**config.mk**
```make
export PLATFORM = sky130hd
export DESIGN_NAME = rx_frame_reader
export DESIGN_NICKNAME = d
export VERILOG_FILES = /design/src/rtl/rx_frame_reader.sv
export SDC_FILE = /design/constraint.sdc
export NUM_CORES = 1
export LEC_CHECK = 0
export CAP_MARGIN = 40
export CORE_AREA = 2 2 137 139
export CTS_BUF_LIST = sky130_fd_sc_hd__clkbuf_16
export CTS_CLUSTER_DIAMETER = 40
export DETAILED_ROUTE_END_ITERATION = 8
export DIE_AREA = 0 0 139 141
export PLACE_DENSITY_LB_ADDON = 0.08
export SLEW_MARGIN = 5
export SYNTH_ARGS = -nofsm -noshare
export SYNTH_HDL_FRONTEND = slang
export SYNTH_SLANG_ARGS = --single-unit
export TNS_END_PERCENT = 5
```
**constraint.sdc**
```tcl
create_clock -name clk_100_mhz -period 8.5 [get_ports clk_100_mhz]
set_input_delay 1.275 -clock clk_100_mhz [delete_from_list [all_inputs] [get_ports clk_100_mhz]]
set_output_delay 1.275 -clock clk_100_mhz [all_outputs]
set_load 0.01 [all_outputs]
```
**src/rtl/rx_frame_reader.sv**
```systemverilog
`timescale 1ns/1ps
`default_nettype none
// +------------------------------------------------------------------------+
// | Module  : rx_frame_reader                                              |
// | Purpose : Reads one received Ethernet frame from the receiver RX FIFO, |
// |           captures destination/source MAC, filters on EtherType and    |
// |           minimum length, streams the remaining 32-bit words out on a  |
// |           valid/ready interface and pulses rx_release when finished.   |
// | Ports   : clk_100_mhz, rst_n (sync, active-low)                        |
// |           rx_ready/rx_data_count/rx_protocol_type : frame descriptor   |
// |           fifo_data/fifo_empty/fifo_rd_en         : standard-mode FIFO |
// |           rx_release                              : receiver re-arm    |
// |           m_data/m_valid/m_last/m_ready           : payload stream     |
// |           dst_mac/src_mac                         : header fields      |
// |           frames_ok/frames_dropped                : wrapping counters  |
// | Revision: 1.0 - initial release                                        |
// +------------------------------------------------------------------------+
module rx_frame_reader #(
  parameter logic [15:0] ACCEPT_TYPE    = 16'h0800,
  parameter logic        ACCEPT_ANY     = 1'b0,
  parameter logic [15:0] MIN_BYTES      = 16'd60,
  parameter int unsigned RELEASE_CYCLES = 4,
  parameter int unsigned TIMEOUT        = 1024
) (
  input  logic        clk_100_mhz,
  input  logic        rst_n,
  input  logic        rx_ready,
  input  logic [15:0] rx_data_count,
  input  logic [15:0] rx_protocol_type,
  input  logic [31:0] fifo_data,
  input  logic        fifo_empty,
  output logic        fifo_rd_en,
  output logic        rx_release,
  output logic [31:0] m_data,
  output logic        m_valid,
  output logic        m_last,
  input  logic        m_ready,
  output logic [47:0] dst_mac,
  output logic [47:0] src_mac,
  output logic [15:0] frames_ok,
  output logic [15:0] frames_dropped
);

  localparam int unsigned             c_REL_W    = $clog2(RELEASE_CYCLES);
  localparam int unsigned             c_TMO_W    = $clog2(TIMEOUT);
  localparam logic [c_REL_W-1:0]      c_REL_LAST = c_REL_W'(RELEASE_CYCLES - 1);
  localparam logic [c_TMO_W-1:0]      c_TMO_LAST = c_TMO_W'(TIMEOUT - 1);

  typedef enum logic [2:0] {
    S_IDLE     = 3'd0,
    S_HDR      = 3'd1,
    S_PAYLOAD  = 3'd2,
    S_DRAIN    = 3'd3,
    S_RELEASE  = 3'd4,
    S_WAIT_LOW = 3'd5
  } state_e;

  state_e               state_q, state_d;
  logic                 sync1_q, rdy_s_q;
  logic [15:0]          count_q, type_q;
  logic [15:0]          widx_q;       // number of FIFO reads issued this frame
  logic                 rd_pend_q;    // FIFO dout carries the word read last cycle
  logic [c_TMO_W-1:0]   tmo_q;
  logic [c_REL_W-1:0]   rel_cnt_q;
  logic                 rel_q;
  logic                 m_valid_q, m_last_q;
  logic [47:0]          dst_q, src_q;
  logic [15:0]          ok_q, drop_cnt_q;

  logic [15:0]          w_nwords, w_hdr_n;
  logic                 w_drop, w_want_rd, w_starve, w_abort, w_inc_ok, w_inc_drop;

  assign w_nwords = {2'b00, count_q[15:2]};
  // Dropped frames shorter than three words only read what exists.
  assign w_hdr_n  = (w_nwords < 16'd3) ? w_nwords : 16'd3;
  assign w_drop   = (count_q < MIN_BYTES) ||
                    (!ACCEPT_ANY && (type_q != ACCEPT_TYPE)) ||
                    (w_nwords < 16'd4);

  // ---------------------------------------------------------------- FSM
  always_ff @(posedge clk_100_mhz) begin
    if (!rst_n) state_q <= S_IDLE;
    else        state_q <= state_d;
  end

  always_comb begin
    state_d    = state_q;
    w_want_rd  = 1'b0;
    w_inc_ok   = 1'b0;
    w_inc_drop = 1'b0;
    w_abort    = 1'b0;
    case (state_q)
      S_IDLE: begin
        if (rdy_s_q) state_d = S_HDR;
      end
      S_HDR: begin
        w_want_rd = (widx_q < w_hdr_n) && !rd_pend_q;
        // Accepted frames wait for word 2 to land before leaving.
        if ((widx_q == w_hdr_n) && (rd_pend_q || w_drop))
          state_d = w_drop ? S_DRAIN : S_PAYLOAD;
      end
      S_PAYLOAD: begin
        w_want_rd = (widx_q < w_nwords) && (!m_valid_q || m_ready) && !rd_pend_q;
        if (m_valid_q && m_ready && m_last_q) begin
          w_inc_ok = 1'b1;
          state_d  = S_RELEASE;
        end
      end
      S_DRAIN: begin
        if (widx_q >= w_nwords) begin
          w_inc_drop = 1'b1;
          state_d    = S_RELEASE;
        end else begin
          w_want_rd = !rd_pend_q;
          if (!rd_pend_q && !fifo_empty && (widx_q + 16'd1 == w_nwords)) begin
            w_inc_drop = 1'b1;
            state_d    = S_RELEASE;
          end
        end
      end
      S_RELEASE: begin
        if (rel_cnt_q == c_REL_LAST) state_d = S_WAIT_LOW;
      end
      S_WAIT_LOW: begin
        if (!rdy_s_q) state_d = S_IDLE;
      end
      default: state_d = S_IDLE;
    endcase

    // Starvation: a read is wanted but the FIFO has nothing to give.
    w_starve = w_want_rd && fifo_empty;
    if (w_starve && (tmo_q == c_TMO_LAST)) begin
      w_abort    = 1'b1;
      w_inc_drop = 1'b1;
      state_d    = S_RELEASE;
    end
  end

  assign fifo_rd_en = w_want_rd && !fifo_empty;

  // ----------------------------------------------------------- datapath
  always_ff @(posedge clk_100_mhz) begin
    if (!rst_n) begin
      sync1_q    <= 1'b0;
      rdy_s_q    <= 1'b0;
      count_q    <= 16'h0;
      type_q     <= 16'h0;
      widx_q     <= 16'h0;
      rd_pend_q  <= 1'b0;
      tmo_q      <= '0;
      rel_cnt_q  <= '0;
      rel_q      <= 1'b0;
      m_valid_q  <= 1'b0;
      m_last_q   <= 1'b0;
      dst_q      <= 48'h0;
      src_q      <= 48'h0;
      ok_q       <= 16'h0;
      drop_cnt_q <= 16'h0;
    end else begin
      sync1_q   <= rx_ready;
      rdy_s_q   <= sync1_q;
      rd_pend_q <= fifo_rd_en;
      rel_q     <= (state_d == S_RELEASE);

      if ((state_q == S_IDLE) && rdy_s_q) begin
        count_q <= rx_data_count;
        type_q  <= rx_protocol_type;
        widx_q  <= 16'h0;
      end else if (fifo_rd_en) begin
        widx_q  <= widx_q + 16'd1;
      end

      if (w_starve && !w_abort) tmo_q <= tmo_q + 1'b1;
      else                      tmo_q <= '0;

      if (state_q == S_RELEASE) rel_cnt_q <= rel_cnt_q + 1'b1;
      else                      rel_cnt_q <= '0;

      // widx_q already counts the read whose data is now on fifo_data.
      if ((state_q == S_HDR) && rd_pend_q && !w_drop) begin
        case (widx_q)
          16'd1: dst_q[47:16] <= fifo_data;
          16'd2: begin
            dst_q[15:0]  <= fifo_data[31:16];
            src_q[47:32] <= fifo_data[15:0];
          end
          16'd3: src_q[31:0] <= fifo_data;
          default: ;
        endcase
      end

      if (w_abort) begin
        m_valid_q <= 1'b0;
        m_last_q  <= 1'b0;
      end else if ((state_q == S_PAYLOAD) && fifo_rd_en) begin
        m_valid_q <= 1'b1;
        m_last_q  <= (widx_q + 16'd1 == w_nwords);
      end else if (m_valid_q && m_ready) begin
        m_valid_q <= 1'b0;
        m_last_q  <= 1'b0;
      end

      if (w_inc_ok)   ok_q       <= ok_q + 16'd1;
      if (w_inc_drop) drop_cnt_q <= drop_cnt_q + 16'd1;
    end
  end

  // The FIFO dout holds until the next read, and a payload read is only
  // issued once the presented word is consumed, so dout is the output word.
  assign m_data         = m_valid_q ? fifo_data : 32'h0;
  assign m_valid        = m_valid_q;
  assign m_last         = m_last_q;
  assign rx_release     = rel_q;
  assign dst_mac        = dst_q;
  assign src_mac        = src_q;
  assign frames_ok      = ok_q;
  assign frames_dropped = drop_cnt_q;

endmodule
`default_nettype wire

```
==> impl_metrics.yaml <==
worst_setup_path:
  worstPathRequired_ns: 7.22
  end_kind: "output port"
  reg2reg_depth: 10
  critical_path.endpoint: "fifo_rd_en"
  crit_chain: "nor4_1 > nand4_1 > or4_1 > ha_1 > nor2b_1 > o21a_1 > o21ai_0 > a211oi_1 > o22ai_1 > nand2b_1 > inv_1 > clkdlybuf4s50_1"
  crit_cells: 12
  rr_startpoint: "widx_q[1]"
  cp_data_arrival_time_ns: 4.19
  start_kind: "flip-flop"
  worstSetupPathType: "reg -> out"
  r2r-end: "frames_dropped[15]"
  cp_top_family: "simple AND/OR/NAND/NOR gates"
  slowest_delay_ns: 0.55
  worstPathMaxFanout: 14
  crit_start: "count_q[10]"
  rrSetupSlack_ns: 4.62
  slowest_stage: "clkdlybuf4s50_1"
  critPathBufInv: 2
sta:
  min_period_ns: 5.462
  setup_viol_count_final: 0
  maxSlewViolCount: 0
  finalClockSkew_ns: 0.01163
  fin_tns_setup_ns: 0
  rsz0062_at_grt: "no"
  hold_viol_final: 0
  fin_crit_sh: 0.6426
  worstMarginPinSlew_ns: 0.7262
  timing.fmax_mhz: 183.1
  relSlewSlack: 0.5154
yosys:
  async_reset_ff_frac: 0
  synth_seq_area_share: 0.4404
  ys_warn_count: 0
  syn_area_per_cell_um2: 7.886
  synthFlopType: "dfxtp_1"
  synth_cell_types: 62
  synth_edf_count: 0
  synth_cells: 1124
  syn_area_um2: 8864
  ys_ff_latch: 195
layout:
  mostFrequentLayoutCell: "nand2_1"
  final_cell_mix: "283 x nand2_1, 230 x clkdlybuf4s50_1, 195 x dfxtp_1"
  final_cell_count_no_fill: 1579
  syn_to_final_growth_pct: 35.52
  layout.nets: 1435
  drive_gt1_frac: 0.04464
clock_tree:
  clock_path_buffers: 2
  ctsHtreeMaxLevel: 4
  cts-resized-gates: 0
  cts-root-buf: "clkbuf_16"
  cts_tree: "done"
  clkLatencyLatePin_ns: 0.44
  hold_buffers: 0
  cts_sinks: 195
  clkTransAtPathRegs_ns: 0.08
  cts-buffers-inserted: 17
  cts_setup_buffers: 0
power_and_ir_drop:
  combPwrFrac: 0.059
  internal_power_w: 0.001419
  p_sw_frac: 0.2415
  peakVddDrop_mv: 0.1311
  switchingPower_w: 0.0004517
  clkPwrFrac: 0.446
  p_leak_nw: 4.185
  power_density_nw_per_um2: 155.7
  power_frac_seq: 0.495
route:
  postRouteWirelength_mm: 24.60
  dr.pass1.iters: 5
  drtAntennaViolNets: 0
  post_drt_wl_per_cell_um: 15.58
  viasPerCell: 5.296
  vias: 8363
  drcViolationCount: 0
  drt_iter0_markers: 472
place:
  gp_congestion: 0.9241
  placedCellCount: 1546
  port_buffers: 230
  dp_hpwl_mm: 17.57
hold_path:
  hold_path.class: "reg -> reg"
run:
  maxCapViolations: 0
grt:
  grt_max_degree: 64
  grt_use_total: 0.2483
  grt_pass1_wl_mm: 39.68
  gr-total-overflow: 0
  antenna_found_initial: 3
  grt_pass1_vias: 7834
die:
  die-width_um: 139
  die_area_um2: 19600
  ioPinCount: 233
  num_rows: 50
  start_util: 0.4852
  coreArea_um2: 18270
  die_h_um: 141
outcome:
  status: "finished clean"
==> sequential cells by signal, summed over array words and instances, names as in the netlist, 2 cells and up <==
| register | count |
|---|---|
| type_q | 16 |
| count_q | 14 |
| tmo_q | 10 |
| dst_mac | 48 |
| state_q | 3 |
| rel_cnt_q | 2 |
| frames_ok | 16 |
| src_mac | 48 |
| frames_dropped | 16 |
| widx_q | 16 |
==> cell usage after synthesis, types with 3 or more instances <==
cell type,number,share of area
nand3b_1,4,0.0034
o21ai_0,12,0.0068
inv_1,28,0.012
nor2_1,65,0.028
xnor2_1,24,0.024
buf_4,4,0.0034
a211oi_1,3,0.0025
and3_1,14,0.0099
nand2b_1,4,0.0028
nor3_1,16,0.0090
dfxtp_1,195,0.44
nand4_1,14,0.0099
nor4_1,14,0.0099
nand3_1,30,0.017
nor2b_1,6,0.0042
buf_2,5,0.0028
and4_1,3,0.0030
and2_1,37,0.026
a21oi_1,159,0.090
ha_1,35,0.049
mux2i_1,4,0.0045
or4_1,4,0.0034
a21o_1,3,0.0025
o31ai_1,3,0.0025
nor4b_1,3,0.0030
or3_1,15,0.011
nand2_1,283,0.12
o21a_1,5,0.0042
clkbuf_1,54,0.023
xor2_1,24,0.024
o2111ai_1,4,0.0040
o21ai_1,11,0.0062
==> power groups by stage <==
stage / clock network [W] / logic [W] / registers (W)
after floorplan: 0 / 0.0000541 / 0.000944
after global placement: 0 / 0.000106 / 0.000947
after detailed placement: 0 / 0.000109 / 0.000948
after CTS: 0.000850 / 0.000110 / 0.000926
after global routing: 0.000881 / 0.000120 / 0.000927
final: 0.000835 / 0.000110 / 0.000926
==> cell families (layout without fill, tap and decap cells) <==
logic type | count (synthesis) | after routing | synth area share
AND/OR/NAND/NOR | 524 | 524 | 0.2709
AO/OA/AOI/OAI | 223 | 223 | 0.1438
flip-flops | 195 | 195 | 0.4404
buffers and inverters | 94 | 303 | 0.04305
XOR/XNOR | 48 | 48 | 0.04743
adder cells (fa/ha/maj) | 35 | 35 | 0.04941
multiplexers | 4 | 4 | 0.004517
other | 1 | 13 | 0.0004231
==> worst min-delay path by stage <==
stage	from	end	slack, ns	depth (start not counted)
4_1_cts	rel_cnt_q[0]	rel_cnt_q[0]	0.44	1
6_report	rel_cnt_q[0]	rel_cnt_q[0]	0.43	1
3_5_place_dp	rel_cnt_q[0]	rel_cnt_q[0]	0.41	1
2_1_floorplan	rel_cnt_q[0]	rel_cnt_q[0]	0.40	1
5_1_grt	rel_cnt_q[0]	rel_cnt_q[0]	0.45	1
3_3_place_gp	rel_cnt_q[0]	rel_cnt_q[0]	0.41	1
==> area by class of cell <==
class                           instances  area, um2
Timing Repair Buffer                  242       2452
Fill cell                            1621       6256
Multi-Input combinational cell        846       4632
Clock inverter                         15      191.4
Tap cell                              234      292.8
Clock buffer                           17      425.4
Antenna cell                            1      2.502
Inverter                               29      111.4
Sequential cell                       195       3904
==> metrics by stage <==
stage | setup slack, ns | area (um2) | hold slack [ns] | power (W) | utilization
final | 3.038 | 12010 | 0.4298 | 0.001871 | 0.6575
after global routing | 2.751 | 12010 | 0.4526 | 0.001929 | 0.6574
after CTS | 3.039 | 12010 | 0.4384 | 0.001886 | 0.6574
after detailed placement | 3.428 | 11390 | 0.4131 | 0.001057 | 0.6236
after global placement | 3.454 | 11300 | 0.4084 | 0.001053 | 0.6187
after floorplan | 4.995 | 8905 | 0.3989 | 0.0009984 | -
==> routing by layer <==
layer / global-route usage / routed length, um / vias to the layer above
li1: - / - / 4206
met1: 0.3082 / 10760 / 3885
met2: 0.4071 / 11390 / 220
met3: 0.06929 / 1642 / 50
met4: 0.1058 / 793 / 2
met5: 0 / 13 / -
(Power assumes the default switching activity.)
